<file path="config.mk">
export PLATFORM = sky130hd
export DESIGN_NAME = dmem_arbiter_flat
export DESIGN_NICKNAME = d
export VERILOG_FILES = /design/src/rtl/dmem_arbiter_if.sv /design/src/rtl/dmem_arbiter.sv /design/src/flat_wrapper.sv
export SDC_FILE = /design/constraint.sdc
export NUM_CORES = 1
export LEC_CHECK = 0
export BUFFER_PORTS_ARGS = -buffer_cell sky130_fd_sc_hd__buf_2
export CAP_MARGIN = 25
export CORE_AREA = 2 2 115 117
export DETAILED_ROUTE_END_ITERATION = 7
export DIE_AREA = 0 0 117 119
export SETUP_SLACK_MARGIN = 0.4
export SYNTH_ARGS = -nofsm -noshare
export SYNTH_HDL_FRONTEND = slang
export SYNTH_SLANG_ARGS = --single-unit
</file>
<file path="constraint.sdc">
create_clock -name clk -period 2.25 [get_ports clk]
set_clock_uncertainty 0.05 [all_clocks]
set_input_delay 0.45 -clock clk [delete_from_list [all_inputs] [get_ports clk]]
set_output_delay 0.45 -clock clk [all_outputs]
set_load 0.02 [all_outputs]
</file>
<file path="src/rtl/dmem_arbiter_if.sv">
// Single requester port of the data-memory arbiter.
// master = requester side, slave = arbiter side.
interface dmem_arbiter_if #(
    parameter int AW = 32,
    parameter int DW = 32
);
    logic          req;
    logic          we;
    logic [AW-1:0] addr;
    logic [DW-1:0] wdata;
    logic          gnt;
    logic          rvalid;
    logic [DW-1:0] rdata;

    modport master (
        output req, we, addr, wdata,
        input  gnt, rvalid, rdata
    );

    modport slave (
        input  req, we, addr, wdata,
        output gnt, rvalid, rdata
    );
endinterface

</file>
<file path="src/rtl/dmem_arbiter.sv">
// Shares one data-memory port between core (c) and DMA/debug (d) masters.
// Define DMEM_ARB_RR_EN for round-robin contention instead of fixed priority.
module dmem_arbiter #(
    parameter int AW           = 32,
    parameter int DW           = 32,
    parameter int STARVE_LIMIT = 3,
    parameter int MAX_LOCK     = 4
) (
    input  logic          clk,
    input  logic          rst,
    dmem_arbiter_if.slave c,
    dmem_arbiter_if.slave d,
    input  logic          d_lock,
    output logic          m_we,
    output logic [AW-1:0] m_addr,
    output logic [DW-1:0] m_wd,
    input  logic [DW-1:0] m_rd
);
    typedef enum logic {ARB, LOCK} state_t;

    localparam int LW = $clog2(MAX_LOCK + 1);
    localparam logic [LW-1:0] LOCK_LAST = LW'(MAX_LOCK - 1);

    state_t        state, state_nxt;
    logic [LW-1:0] lock_cnt;
    logic          force_c;
    logic          c_win;
    logic          lock_end;
    logic          c_gnt, d_gnt;
    logic          c_rvalid, d_rvalid;
    logic [DW-1:0] c_rdata, d_rdata;

`ifdef DMEM_ARB_RR_EN
    logic last_d;

    always_ff @(posedge clk) begin
        if (rst)        last_d <= 1'b1;
        else if (c_gnt) last_d <= 1'b0;
        else if (d_gnt) last_d <= 1'b1;
    end

    assign c_win = force_c | last_d;
`else
    localparam int SW = $clog2(STARVE_LIMIT + 1);
    localparam logic [SW-1:0] STARVE_MAX = SW'(STARVE_LIMIT);

    logic [SW-1:0] starve_cnt;

    always_ff @(posedge clk) begin
        if (rst || !d.req || d_gnt)
            starve_cnt <= '0;
        else if (state == ARB && starve_cnt != STARVE_MAX)
            starve_cnt <= starve_cnt + 1'b1;
    end

    assign c_win = force_c | (starve_cnt != STARVE_MAX);
`endif

    // High when lock_cnt reaches MAX_LOCK at the edge ending this cycle
    assign lock_end = (state == LOCK) ? (lock_cnt == LOCK_LAST)
                                      : (MAX_LOCK == 1);

    always_ff @(posedge clk) begin
        if (rst) state <= ARB;
        else     state <= state_nxt;
    end

    always_comb begin
        state_nxt = state;
        unique case (state)
            ARB:  if (d_gnt && d_lock && !lock_end) state_nxt = LOCK;
            LOCK: if (!d_lock || lock_end)          state_nxt = ARB;
            default: state_nxt = ARB;
        endcase
    end

    always_comb begin
        c_gnt  = 1'b0;
        d_gnt  = 1'b0;
        m_we   = 1'b0;
        m_addr = '0;
        m_wd   = '0;
        if (!rst) begin
            unique case (state)
                ARB: begin
                    c_gnt = c.req & (~d.req | c_win);
                    d_gnt = d.req & ~c_gnt;
                end
                LOCK:    d_gnt = d.req;
                default: ;
            endcase
        end
        if (c_gnt) begin
            m_we   = c.we;
            m_addr = c.addr;
            m_wd   = c.wdata;
        end else if (d_gnt) begin
            m_we   = d.we;
            m_addr = d.addr;
            m_wd   = d.wdata;
        end
    end

    always_ff @(posedge clk) begin
        if (rst || state_nxt != LOCK)
            lock_cnt <= '0;
        else if (state == LOCK)
            lock_cnt <= lock_cnt + 1'b1;
        else
            lock_cnt <= LW'(1);
    end

    // A burst cut short by the counter hands the next contention to C
    always_ff @(posedge clk) begin
        if (rst)
            force_c <= 1'b0;
        else if (lock_end && (state == LOCK || (d_gnt && d_lock)))
            force_c <= 1'b1;
        else if (state == ARB && c.req && d.req)
            force_c <= 1'b0;
    end

    always_ff @(posedge clk) begin
        if (rst) begin
            c_rvalid <= 1'b0;
            d_rvalid <= 1'b0;
            c_rdata  <= '0;
            d_rdata  <= '0;
        end else begin
            c_rvalid <= c_gnt & ~c.we;
            d_rvalid <= d_gnt & ~d.we;
            if (c_gnt && !c.we) c_rdata <= m_rd;
            if (d_gnt && !d.we) d_rdata <= m_rd;
        end
    end

    assign c.gnt    = c_gnt;
    assign d.gnt    = d_gnt;
    assign c.rvalid = c_rvalid;
    assign d.rvalid = d_rvalid;
    assign c.rdata  = c_rdata;
    assign d.rdata  = d_rdata;
endmodule

</file>
<file path="src/flat_wrapper.sv">
// flat-port wrapper written by rule: the top's interface ports become plain ports
module dmem_arbiter_flat 
#(
    parameter int AW           = 32,
    parameter int DW           = 32,
    parameter int STARVE_LIMIT = 3,
    parameter int MAX_LOCK     = 4
)
  (clk, rst, d_lock, m_we, m_addr, m_wd, m_rd, c_req, c_we, c_addr, c_wdata, c_gnt, c_rvalid, c_rdata, d_req, d_we, d_addr, d_wdata, d_gnt, d_rvalid, d_rdata);
  dmem_arbiter_if #(.AW(AW), .DW(DW)) c_i ();
  dmem_arbiter_if #(.AW(AW), .DW(DW)) d_i ();
  input  logic clk;
  input  logic rst;
  input  logic d_lock;
  output logic m_we;
  output logic [AW-1:0] m_addr;
  output logic [DW-1:0] m_wd;
  input  logic [DW-1:0] m_rd;
  input wire logic [$bits(c_i.req)-1:0] c_req;
  input wire logic [$bits(c_i.we)-1:0] c_we;
  input wire logic [$bits(c_i.addr)-1:0] c_addr;
  input wire logic [$bits(c_i.wdata)-1:0] c_wdata;
  output wire logic [$bits(c_i.gnt)-1:0] c_gnt;
  output wire logic [$bits(c_i.rvalid)-1:0] c_rvalid;
  output wire logic [$bits(c_i.rdata)-1:0] c_rdata;
  input wire logic [$bits(d_i.req)-1:0] d_req;
  input wire logic [$bits(d_i.we)-1:0] d_we;
  input wire logic [$bits(d_i.addr)-1:0] d_addr;
  input wire logic [$bits(d_i.wdata)-1:0] d_wdata;
  output wire logic [$bits(d_i.gnt)-1:0] d_gnt;
  output wire logic [$bits(d_i.rvalid)-1:0] d_rvalid;
  output wire logic [$bits(d_i.rdata)-1:0] d_rdata;
  assign c_i.req = c_req;
  assign c_i.we = c_we;
  assign c_i.addr = c_addr;
  assign c_i.wdata = c_wdata;
  assign c_gnt = c_i.gnt;
  assign c_rvalid = c_i.rvalid;
  assign c_rdata = c_i.rdata;
  assign d_i.req = d_req;
  assign d_i.we = d_we;
  assign d_i.addr = d_addr;
  assign d_i.wdata = d_wdata;
  assign d_gnt = d_i.gnt;
  assign d_rvalid = d_i.rvalid;
  assign d_rdata = d_i.rdata;
  dmem_arbiter #(.AW(AW), .DW(DW), .STARVE_LIMIT(STARVE_LIMIT), .MAX_LOCK(MAX_LOCK)) u_core (.clk(clk), .rst(rst), .c(c_i), .d(d_i), .d_lock(d_lock), .m_we(m_we), .m_addr(m_addr), .m_wd(m_wd), .m_rd(m_rd));
endmodule
</file>
; ---- Yosys cells after proc, flatten, opt, wreduce, memory -nomap -nowiden
; Index checks and enable logic that the tools add are counted.
[op_classes]
n_bitwise = 12
n_mux = 17
addsub = 2
n_reduce_logical = 20
n_eq_ne = 2
[ops]
columns = op, count
row1 = 2-to-1 mux 32 bit, 4
row2 = 2-to-1 mux 1 bit, 11
row3 = logical AND 1 bit, 8
row4 = inverter 1 bit, 6
row5 = zero test 1 bit, 5
row6 = logical OR 1 bit, 5
row7 = AND 1 bit, 4
row8 = case mux 1 bit (2 select lines), 2
row9 = "adder 3 x 1 -> 3 bit, second input constant", 1
row10 = "equality test 3 x 2 -> 1 bit, second input constant", 1
row11 = "adder 2 x 1 -> 2 bit, second input constant", 1
row12 = "!= test 2 bit, second input constant", 1
row13 = bitwise OR 1 bit, 2
row14 = nonzero test 2 bit, 1
row15 = OR reduction 2 bit, 1
[word_totals]
input_bits = 167
ff_bits = 73

; ---- Longest topological paths before layout
[logic_depth]
word_depth = 15
depth_mapped = 7
depth_no_buf = 4

; ---- Least setup slack after synthesis
; No wires, ideal clock.
[synth_timing]
kind = reg-to-output
from = reg u_core.starve_cnt[0]
to = out m_wd[10]
arrival_time_ns = 1.419
setup_slack_ns = 0.331
path_stages_with_launch = 8
required_ns = 1.750
cell_sequence = dfxtp_1 ha_1 nand3b_1 and3b_1 buf_2 buf_4 buf_6 a22o_1
[synth_via]
elab_chain_len = 10
word_cells_on_any_way = 12
[synth_lines]
columns = element, line_no
row1 = "start, declared", dmem_arbiter.sv:47  ; logic [SW-1:0] starve_cnt;
row2 = "start signal, assigned", dmem_arbiter.sv:53  ; starve_cnt <= starve_cnt + 1'b1;
row3 = != test 2 bit *, dmem_arbiter.sv:56  ; assign c_win = force_c | (starve_cnt != STARVE_MAX);
row4 = bitwise OR 1 bit *, dmem_arbiter.sv:56
row5 = bitwise OR 1 bit *, dmem_arbiter.sv:86  ; c_gnt = c.req & (~d.req | c_win);
row6 = AND 1 bit *, dmem_arbiter.sv:86
row7 = inverter 1 bit, dmem_arbiter.sv:87  ; d_gnt = d.req & ~c_gnt;
row8 = AND 1 bit, dmem_arbiter.sv:87
row9 = case mux 1 bit (2 select lines), dmem_arbiter.sv:84  ; unique case (state)
row10 = 2-to-1 mux 1 bit, dmem_arbiter.sv:83  ; if (!rst) begin
row11 = 2-to-1 mux 32 bit, dmem_arbiter.sv:97  ; end else if (d_gnt) begin
row12 = 2-to-1 mux 32 bit *, dmem_arbiter.sv:93  ; if (c_gnt) begin
row13 = "end, declared", flat_wrapper.sv:17  ; output logic [DW-1:0] m_wd;
; Every way passes the cells marked *; elsewhere a longest branch is shown, timed or not.

; ---- Worst setup path after layout
[layout_timing]
from = reg u_core.starve_cnt[0]
to = out m_wd[2]
; Same word-level chain as after synthesis.

==> results.md <==
- Result of the run: finished, violations left
- Failing checks: negative setup slack
- Number of optimization iterations in the first detailed-route pass: 4
- Static leakage: 0.00371 uW
- Number of maximum-capacitance violations: 0
- Synthesized netlist cell count: 357
- RSZ-0062 raised after global routing: yes
- Least setup slack across all paths after layout: -0.0565 ns
- Area enclosed by the die boundary: 13900 um2
- Most common cell in the synthesized netlist: sky130_fd_sc_hd__dfxtp_1
- Synthesized area per cell: 10.2 um2
- Reg clk slew, reported paths: 0.05 ns
- Final period utilization: 1.03
- Floorplan die width: 117 um
- Final routed wirelength across all metal layers: 15.7 mm
- First-pass GRT wire length: 21.6 mm
- Via total after detailed routing: 3957
- Leading cell types by total area after synthesis: sky130_fd_sc_hd__dfxtp_1 40%, sky130_fd_sc_hd__mux2i_1 17%, sky130_fd_sc_hd__a22o_1 16%
- Total Routing Usage GR: 0.207
- Clock period minus worst slack: 2.31 ns
- Most frequently used flop master after synthesis: sky130_fd_sc_hd__dfxtp_1
- Count of different cell masters after synthesis: 30
- Critical path class: flop to output port
- Die height: 119 um
- Number of hold buffers added after CTS: 0
- Initial Utilization: 0.282
- Synth-to-Final Area Change: 79.6%
- Max clock buf depth: 2
- Top cells by instance count after synthesis: 73 x sky130_fd_sc_hd__dfxtp_1, 65 x sky130_fd_sc_hd__a22o_1, 65 x sky130_fd_sc_hd__nand2b_1
- Length of routed met3 wiring: 1.50 mm
- CTS H-tree depth: 3
- DP Area: 5500 um2
- Met2 routed WL: 7.94 mm
- Number of global-route vias before repair: 3956
- Worst Max-Slew Pin Slew: 0.548 ns
- Sequential-to-total area share from yosys stat: 0.403
- Clock insertion delay at the later pin of the skew report: 0.32 ns
- Sum Neg Setup Slack: -1.72 ns
- Mean routed wirelength per cell: 18.4 um
- Cell area after synthesis: 3620 um2
- Initial antenna violation count: 7
- Rel. slew slack: 0.635
- Critical path destination: m_wd[2]
- Clock tree from TritonCTS: built
- Post-route antenna net violation count: 0
- Detail-routed via count per cell: 4.65
- FF-to-FF setup slack: 0.57 ns
- Area of the core: 12900 um2
- Type of the most critical hold path: primary input to flop
- Top cell type by total area after synthesis: sky130_fd_sc_hd__dfxtp_1
- Top sig layer: met5
- Post-layout instance area: 6510 um2
- CTS Buf Count: 9
- Net count of the finished layout: 836
- Share of flip-flops with an asynchronous set or reset: 0
- Boundary pin count: 300
- DPL Wire Length: 11.9 mm
- Required time reported for the critical path endpoint: 1.75 ns
- Highest Clock Rate: 434 MHz
- Global-route congestion overflow total: 0
- Number of buffers added on ports: 299
- Synthesized net count: 527
- Worst flop-to-flop path startpoint: u_core.starve_cnt[0]
- Register bit total from synthesis: 73
- Starting DRT DRC Count: 156
- PD cells: 569 nW/um2
- # setup viols final: 61
- Final Hold Violating Endpoints: 0
- Met1 Wirelength: 5.80 mm
- Cell at the root of the clock tree: sky130_fd_sc_hd__clkbuf_16
- Startpoint type of the worst setup path: flop
- Cell Rows: 42
- Crit path max fanout: 8
- Maximum vdd drop: 0.000390 V
- Start point of the critical path: u_core.starve_cnt[0]
- Critical register-to-register path endpoint: u_core.d.rdata[23]
- Total count of max-transition violations in the final report: 0
- Pin count of the biggest net entering global routing: 43
- Residual DRC: 0
- TritonCTS sink count: 73
- Critical Path End Type: output port
- Share of the synthesized area in the top cell type: 0.403
- Warning count from the yosys run: 0
- Worst reg-to-reg path cell count: 5
- Number of enable-type register cells in the synthesized netlist: 0
- Placer's final routability congestion estimate: 0.918
- Data arrival time of the worst path: 1.81 ns
- Ratio of cells with drive above 1 in the final layout: 0.563
worst min path at each step:
| stage | startpoint | endpoint | slack [ns] | cells after the start |
|---|---|---|---|---|
| after detailed placement | u_core.lock_cnt[0] | u_core.lock_cnt[0] | 0.39 | 1 |
| after floorplan | u_core.lock_cnt[0] | u_core.lock_cnt[0] | 0.36 | 1 |
| after global placement | u_core.lock_cnt[0] | u_core.lock_cnt[0] | 0.37 | 1 |
| after CTS | m_rd[0] | u_core.c.rdata[0] | 0.32 | 2 |
| after global routing | m_rd[0] | u_core.c.rdata[0] | 0.32 | 2 |
| final | m_rd[0] | u_core.c.rdata[0] | 0.33 | 2 |
timing repair:
item	4_1_cts	5_1_grt
endpoints found under the setup margin	67	67
cloned	1	8
buffers inserted	3	4
hold endpoints to repair	0	0
pin swaps	2	2
resized for setup	99	43
layout make-up:
type,count,area (um2)
multi-input cells,220,2060
clock inverters,2,10.0
inverters,35,131
diodes,4,10.0
flip-flops and latches,73,1460
well taps,176,220
clock buffers,14,284
fillers,1218,6360
repair buffers,327,2330
cells by family (layout without fill, tap and decap cells):
family	Yosys count	count (layout)	share of synthesized area
xor+xnor	1	1	0.00242
flops	73	73	0.403
fa+ha+maj	3	3	0.0104
buf+inv	64	378	0.0925
simple gates	81	81	0.141
mux	65	65	0.182
other cells	0	4	0
compound gates	70	70	0.169
metal layers:
| layer | up-vias | global-route usage |
|---|---|---|
| met1 | 1875 | 0.223 |
| met3 | 33 | 0.0804 |
| li1 | 1862 | - |
| met5 | - | 0 |
| met2 | 181 | 0.361 |
| met4 | 6 | 0.0757 |
stage by stage:
step	instances	setup WS, ns	util	power [uW]	hold WS (ns)
CTS	835	-0.0688	0.480	3670	0.316
detailed placement	815	0.147	0.428	2210	0.395
global route	851	-0.115	0.506	3860	0.318
global placement	815	0.176	0.428	2200	0.374
floorplan	357	0.367	-	1860	0.361
finish	851	-0.0565	0.506	3700	0.327
critical path: stages (launching register included):
cell and delay (ns):
sky130_fd_sc_hd__dfxtp_2 0.35, sky130_fd_sc_hd__ha_4 0.16, sky130_fd_sc_hd__nand3b_1 0.11, sky130_fd_sc_hd__and3b_4 0.21, sky130_fd_sc_hd__buf_12 0.15, sky130_fd_sc_hd__clkbuf_16 0.16
sky130_fd_sc_hd__a22o_4 0.21, sky130_fd_sc_hd__buf_6 0.13
state kept, by name, summed over array words and instances (netlist names):
signal / cells
u_core.c.rdata: 32
u_core.d.rdata: 32
u_core.lock_cnt: 3
u_core.starve_cnt: 2
u_core.c.rvalid: 1
u_core.d.rvalid: 1
u_core.force_c: 1
u_core.state: 1
cell usage in the layout, fill, tap and decap left out, types with 4 or more instances in the layout:
| master | n |
|---|---|
| sky130_fd_sc_hd__buf_6 | 72 |
| sky130_fd_sc_hd__buf_4 | 10 |
| sky130_fd_sc_hd__buf_12 | 7 |
| sky130_fd_sc_hd__inv_1 | 33 |
| sky130_fd_sc_hd__nand2b_1 | 64 |
| sky130_fd_sc_hd__diode_2 | 4 |
| sky130_fd_sc_hd__a22o_1 | 43 |
| sky130_fd_sc_hd__dfxtp_1 | 71 |
| sky130_fd_sc_hd__mux2i_1 | 62 |
| sky130_fd_sc_hd__a22o_4 | 22 |
| sky130_fd_sc_hd__buf_2 | 232 |
| sky130_fd_sc_hd__nor2_1 | 5 |
| sky130_fd_sc_hd__clkbuf_16 | 13 |
| sky130_fd_sc_hd__clkbuf_8 | 4 |
report_power, final:
group / switching (uW) / internal [uW] / leakage [uW] / total [uW]
Sequential: 30.1 / 1350 / 0.000596 / 1380
Clock: 495 / 863 / 0.000149 / 1360
Combinational: 474 / 487 / 0.00296 / 961
(Power assumes the default switching activity.)
